<file path="config.mk">
export PLATFORM = sky130hd
export DESIGN_NAME = period_meter
export DESIGN_NICKNAME = d
export VERILOG_FILES = /design/src/rtl/period_meter.sv
export SDC_FILE = /design/constraint.sdc
export NUM_CORES = 1
export LEC_CHECK = 0
export CAP_MARGIN = 25
export CORE_UTILIZATION = 51
export CTS_CLUSTER_SIZE = 30
export DETAILED_ROUTE_END_ITERATION = 6
export GPL_ROUTABILITY_DRIVEN = 0
export PLACE_DENSITY = 0.77
export SYNTH_ARGS = -nofsm -noshare
export SYNTH_HDL_FRONTEND = slang
export SYNTH_SLANG_ARGS = --single-unit
</file>
<file path="constraint.sdc">
create_clock -name in_clk -period 3.1 [get_ports in_clk]
set_clock_uncertainty 0.15 [all_clocks]
set_input_delay 0.62 -clock in_clk [delete_from_list [all_inputs] [get_ports in_clk]]
set_output_delay 0.62 -clock in_clk [all_outputs]
set_load 0.03 [all_outputs]
</file>
<file path="src/rtl/period_meter.sv">
`default_nettype none
// +--------------------------------------------------------------------------+
// | Module      : period_meter                                               |
// | Description : Measures the period (and optionally the high time) of a    |
// |               slow, possibly asynchronous signal in in_clk cycles and    |
// |               publishes one result per input period with a valid strobe. |
// |               Optional feature macro: PERIOD_METER_HIGH_TIME_EN enables  |
// |               the high-time counter; otherwise high_time is constant 0.  |
// | Revision    : 1.0 - initial release                                      |
// +--------------------------------------------------------------------------+
module period_meter #(
  parameter int WIDTH       = 32,
  parameter int SYNC_STAGES = 2,
  parameter int TIMEOUT     = 1_000_000
) (
  input  logic             in_clk,
  input  logic             reset,
  input  logic             enable,
  input  logic             sig_in,
  output logic [WIDTH-1:0] period,
  output logic [WIDTH-1:0] high_time,
  output logic             valid,
  output logic             timeout
);

  // Last count value before a measurement is abandoned.
  localparam logic [WIDTH-1:0] c_timeout_last = WIDTH'(TIMEOUT - 1);
  localparam logic [WIDTH-1:0] c_one          = WIDTH'(1);

  typedef enum logic [0:0] {
    ST_IDLE    = 1'b0,
    ST_MEASURE = 1'b1
  } state_t;

  state_t                 r_state;
  logic [SYNC_STAGES-1:0] r_sync;
  logic                   r_s_prev;
  logic [WIDTH-1:0]       r_cnt;
  logic [WIDTH-1:0]       r_period;
  logic                   r_valid;
  logic                   r_timeout;

  logic w_s_sync;
  logic w_rise;
  logic w_start;
  logic w_done;
  logic w_expire;

  assign w_s_sync = r_sync[SYNC_STAGES-1];
  assign w_rise   = w_s_sync & ~r_s_prev;

  // Decoded events shared by the period path and the optional high-time path.
  assign w_start  = enable & (r_state == ST_IDLE) & w_rise;
  assign w_done   = enable & (r_state == ST_MEASURE) & w_rise;
  assign w_expire = enable & (r_state == ST_MEASURE) & ~w_rise & (r_cnt == c_timeout_last);

  // Synchronizer chain plus one edge-detect flop; free-running out of reset.
  always_ff @(posedge in_clk or posedge reset) begin
    if (reset) begin
      r_sync   <= '0;
      r_s_prev <= 1'b0;
    end else begin
      r_sync   <= {r_sync[SYNC_STAGES-2:0], sig_in};
      r_s_prev <= w_s_sync;
    end
  end

  // Measurement FSM: period counter, result register, valid strobe, sticky timeout.
  always_ff @(posedge in_clk or posedge reset) begin
    if (reset) begin
      r_state   <= ST_IDLE;
      r_cnt     <= '0;
      r_period  <= '0;
      r_valid   <= 1'b0;
      r_timeout <= 1'b0;
    end else begin
      r_valid <= 1'b0;
      if (!enable) begin
        r_state   <= ST_IDLE;
        r_cnt     <= '0;
        r_timeout <= 1'b0;
      end else begin
        case (r_state)
          ST_IDLE: begin
            r_cnt <= '0;
            if (w_rise) begin
              r_state <= ST_MEASURE;
            end
          end
          ST_MEASURE: begin
            if (w_rise) begin
              // A coincident rise beats the timeout: the period is still valid.
              r_period  <= r_cnt + c_one;
              r_valid   <= 1'b1;
              r_timeout <= 1'b0;
              r_cnt     <= '0;
            end else if (r_cnt == c_timeout_last) begin
              r_timeout <= 1'b1;
              r_state   <= ST_IDLE;
              r_cnt     <= '0;
            end else begin
              r_cnt <= r_cnt + c_one;
            end
          end
          default: begin
            r_state <= ST_IDLE;
            r_cnt   <= '0;
          end
        endcase
      end
    end
  end

`ifdef PERIOD_METER_HIGH_TIME_EN
  logic [WIDTH-1:0] r_hi_cnt;
  logic [WIDTH-1:0] r_high_time;

  // High-cycle counter; starts at 1 because s_sync is high in the rise cycle.
  always_ff @(posedge in_clk or posedge reset) begin
    if (reset) begin
      r_hi_cnt    <= '0;
      r_high_time <= '0;
    end else begin
      if (w_done) begin
        r_high_time <= r_hi_cnt;
      end
      if (w_start || w_done) begin
        r_hi_cnt <= c_one;
      end else if (!enable || w_expire || (r_state == ST_IDLE)) begin
        r_hi_cnt <= '0;
      end else if (w_s_sync) begin
        r_hi_cnt <= r_hi_cnt + c_one;
      end
    end
  end

  assign high_time = r_high_time;
`else
  assign high_time = '0;
`endif

  assign period  = r_period;
  assign valid   = r_valid;
  assign timeout = r_timeout;

endmodule
`default_nettype wire

</file>
* Word-level counts from Yosys, hierarchy flattened *
Index checks and enable logic that the tools add are counted.

storage, ports and cells
  bits in latches = 0
  memories = 0
  output and inout port bits = 66
  RAM bits = 0
  flip-flop bits (word level) = 70
  ROM bits = 0
  word-level logic and storage cells = 31
  bits of input ports = 4

cells by class
  bitwise logic cells = 3
  divide/modulo/power cells = 0
  add/subtract/negate cells = 1
  equal/unequal tests = 3
  multiply operators = 0
  shift operators = 0
  order comparisons = 0
  muxes and demuxes = 15
  reductions and logical operators = 2

operators with widths
  kind                     number
  $mux W32                 3
  $pmux W32 S2             1
  $add A32 B1 Y32 const B  1
  $eq A32 B20 Y1 const B   1
  $mux W1                  10
  $ne A3 B1 Y1 const B     1
  $reduce_and A3 Y1        1
  $ne A2 B1 Y1 const B     1
  $not A1 Y1               2
  $pmux W1 S2              1
  $reduce_and A2 Y1        1
  $and A1 B1 Y1            1

* Depth between registers and ports, before layout *
  word-level depth = 5
  depth in mapped cells = 7
  mapped depth without buffers = 7

* Worst setup path before layout *
No wires, ideal clock.

  path type = flip-flop to flip-flop
  start = reg r_cnt[3]
  end = reg r_period[27], in the netlist period[27]
  stages on the path, launching flop included = 6
  path slack = 1.175 ns
  data arrival time = 1.646 ns
  buffers on the path = 0
  cell sequence = dfrtp_1 nand4_4 or4_4 nor4_4 xnor2_1 o21ai_1

on the way
  word-level cells in the longest chain between the ends = 1

ends and longest elaborated chain
  what                    line  source
  from (decl)             38    logic [WIDTH-1:0] r_cnt;
  from (signal assigned)  102   r_cnt <= r_cnt + c_one;
  $add A32 B1 Y32         93    r_period <= r_cnt + c_one;
  to (signal assigned)    93
  to (decl)               39    logic [WIDTH-1:0] r_period;

Every way passes these cells.
A chain may end at the register's enable or synchronous reset.

* Worst setup path in the final report *
  start = reg r_cnt[3]
  end = reg r_cnt[31]

on the way
  word-level cells in the longest chain between the ends = 5
  elaborated cells on any way between the ends = 6
  classes of those cells = add/sub (1); eq/ne (1); mux (4)

ends and longest elaborated chain
  what                                                      line     source
  $add A32 B1 Y32 / $eq A32 B20 Y1 (equally long branches)  102, 97
  $mux W32 (*)                                              97       end else if (r_cnt == c_timeout_last) begin
  $mux W32 (*)                                              91       if (w_rise) begin
  $pmux W32 S2 (*)                                          83       case (r_state)
  $mux W32 (*)                                              78       if (!enable) begin

Every way passes the cells marked *; elsewhere a longest branch is shown, timed or not.

==> impl_metrics.env <==
export IMPL_outcome="completed"
export IMPL_syn_inst=325
export IMPL_yosys_area_top_type="dfrtp_1"
export IMPL_multi_input_area_um2=1310
export IMPL_boundaryPins=70
export IMPL_min_period_ps=2260
export IMPL_layout_worst_path_cycle_share_pct=72.8
export IMPL_drv_slew=0
export IMPL_cp_required_ps=3220
export IMPL_crit_path_cell_trace="nand4_4 > nor4_2 > nand3_1 > or3_1 > a21oi_1"
export IMPL_crit_path_end_kind="register"
export IMPL_path_max_fanout=6
export IMPL_post_dp_cell_area_um2=3590
export IMPL_cts_tree="yes"
export IMPL_synthSimpleGateAreaFrac_pct=22.0
export IMPL_register_area_um2=1750
export IMPL_synth_warnings=0
export IMPL_post_cts_resized=0
export IMPL_dieHeight_um=81.7
export IMPL_critPathMaxStageDelay_ps=710
export IMPL_ant_nets=0
export IMPL_synthArstFlopShare_pct=100
export IMPL_p_leak_uw=0.00168
export IMPL_syn2layout_area_growth_pct=17.8
export IMPL_grt_use_total_pct=20.3
export IMPL_io_buffers=37
export IMPL_drtIter0Drc=141
export IMPL_worst_pin_slew_ps=770
export IMPL_crit_path_start_kind="register"
export IMPL_crit_slowest_cell="nor4_2"
export IMPL_diodes=0
export IMPL_drive_gt1_share_pct=7.32
export IMPL_cts_buffer_depth=2
export IMPL_min_path_type="register to register"
export IMPL_grt_overflow=0
export IMPL_cts_hold_buffers_added=0
export IMPL_synthMuxAreaShare_pct=0
export IMPL_drv_cap=0
export IMPL_route_vias_total=2288
export IMPL_grt_pass1_wl_um=10000
export IMPL_grt_max_degree=59
export IMPL_core_rowCount=28
export IMPL_cts_buffers=9
export IMPL_root_buffer="clkbuf_8"
export IMPL_layout_nets=369
export IMPL_powerDensity_nw_per_um2=511
export IMPL_post_route_util_pct=63.4
export IMPL_fill_cells=515
export IMPL_timing_fmax_mhz=443
export IMPL_numClockSinks=70
export IMPL_synthTopCellsByArea="dfrtp_1, buf_4, xor2_1, nand2_1, nor2_1"
export IMPL_route_detailed_drc=0
export IMPL_arrival_ps=2370
export IMPL_p_seq_share_pct=48.2
export IMPL_dp_slack_ps=796
export IMPL_critPathBufInv=0
export IMPL_path_clk_slew_ps=70
export IMPL_die_w_um=81.7
export IMPL_insertion_delay_ps=340
export IMPL_finalHoldViolations=0
export IMPL_p_clk_share_pct=43.3
export IMPL_dieArea_um2=6680
export IMPL_grt_pass1_vias=2196
export IMPL_layout_setup_ws_ps=845
export IMPL_slew_headroom_pct=48.2
export IMPL_initial_core_util_pct=53.8
export IMPL_synth_most_common_cell="dfrtp_1"
export IMPL_syn_area_um2=3240
export IMPL_firstDrtPassIters=4
export IMPL_wire_per_inst_um=13.5
export IMPL_worstSetupPathType="register to register"
export IMPL_ys_seq_area_share_pct=54.0
export IMPL_core_um2=6030
export IMPL_antenna_found_initial=0
export IMPL_netlist_cell_type_count=35
export IMPL_ir_drop_v=0.000345
export IMPL_crit_family="simple AND/OR/NAND/NOR gates"
export IMPL_wirelength_um=6010
export IMPL_synth_common_cells="dfrtp_1, nand2_1, nor2_1"
export IMPL_power_internal_uw=1490
export IMPL_setup_violations_final=0
export IMPL_synth_area_per_cell_um2=9.98
export IMPL_yosysTopAreaCellShare_pct=54.0
export IMPL_postCtsSetupBuffers=0
export IMPL_synth_xor_area_share_pct=7.83
export IMPL_synth_compound_area_share_pct=6.29
export IMPL_htreeDepth=3
export IMPL_hold_ws_ps=203
export IMPL_synth_edff_count=0
export IMPL_synth_adder_area_share_pct=0.386
export IMPL_synthFlopType="dfrtp_1"
export IMPL_dp_hpwl_um=4120
export IMPL_switching_power_uw=463
export IMPL_fin_area_um2=3820
export IMPL_combPwrFrac_pct=8.4
export IMPL_vias_per_cell=5.15
export IMPL_netSwitchingFraction_pct=23.7
export IMPL_synth_top_family_by_area="simple AND/OR/NAND/NOR gates"
export IMPL_ys_ff_latch=70
export IMPL_rsz0062_at_grt="false"
export IMPL_fin_tns_setup_ps=0
## stage by stage
| step | total power [uW] | instances |
|---|---|---|
| floorplan | 1110 | 356 |
| global placement | 1120 | 428 |
| detailed placement | 1130 | 428 |
| CTS | 1970 | 444 |
| global route | 2030 | 444 |
| finish | 1950 | 444 |
## path summary, 6_finish.rpt
kind	from	depth (start not counted)	to	slack, ps
max in group asynchronous	reset	3	r_cnt[16]	1690
min	r_sync[0]	0	r_sync[1]	200
max	r_cnt[3]	5	r_cnt[31]	840
min reg2reg	r_sync[0]	0	r_sync[1]	200
min in group asynchronous	reset	2	timeout	490
max reg2reg	r_cnt[3]	5	r_cnt[31]	840
## per-layer routing
layer  up-vias  global-route usage [%]  routed length [um]
li1       1103                       -                   -
met1      1107                    26.9                2780
met2        69                    30.9                2850
met3         9                    5.89                 298
met4         0                    8.77                  89
met5         -                       0                   0
## power by group through the flow
stage / Clock [uW] / Combinational (uW) / Sequential, uW
after global routing: 902 / 180 / 944
after CTS: 860 / 167 / 943
after global placement: 0 / 165 / 959
final: 846 / 165 / 942
after detailed placement: 0 / 167 / 959
after floorplan: 0 / 117 / 990
## logic make-up after synthesis
family | after synthesis
AND/OR/NAND/NOR | 137
buffers and inverters | 49
XOR/XNOR | 29
other | 1
flip-flops | 70
adder cells (fa/ha/maj) | 1
AO/OA/AOI/OAI | 38
## flip-flops by register name (all words and copies together) (netlist names)
| register | flops |
|---|---|
| r_cnt | 32 |
| r_s_prev | 1 |
| r_state | 1 |
| period | 32 |
| timeout | 1 |
| r_sync | 2 |
| valid | 1 |
## layout make-up
cell class	instances	share of cell area [%]
tap	75	2.46
clock inverter	3	1.70
timing repair buffer	41	10.8
sequential	70	45.9
multi-input combinational	237	34.3
inverter	5	0.491
clock buffer	13	4.42
## placed cells by master, fill, tap and decap left out, drive strengths merged
cell,count
bufinv,2
nor2,41
a2bb2oi,1
nor4b,1
a31oi,1
ha,1
nand2,42
clkdlybuf4s50,37
a21oi,5
nor4bb,1
nand4b,2
o21ai,29
nor2b,2
clkbuf,13
and4,4
a41oi,1
or4,1
nand3,13
nand4,11
nor3,3
xnor2,10
and3,5
nor4,8
clkinv,2
o211a,1
and2,2
conb,32
or3,1
dfrtp,70
buf,4
xor2,19
inv,4
No activity file was read; power rests on OpenSTA's default activity.
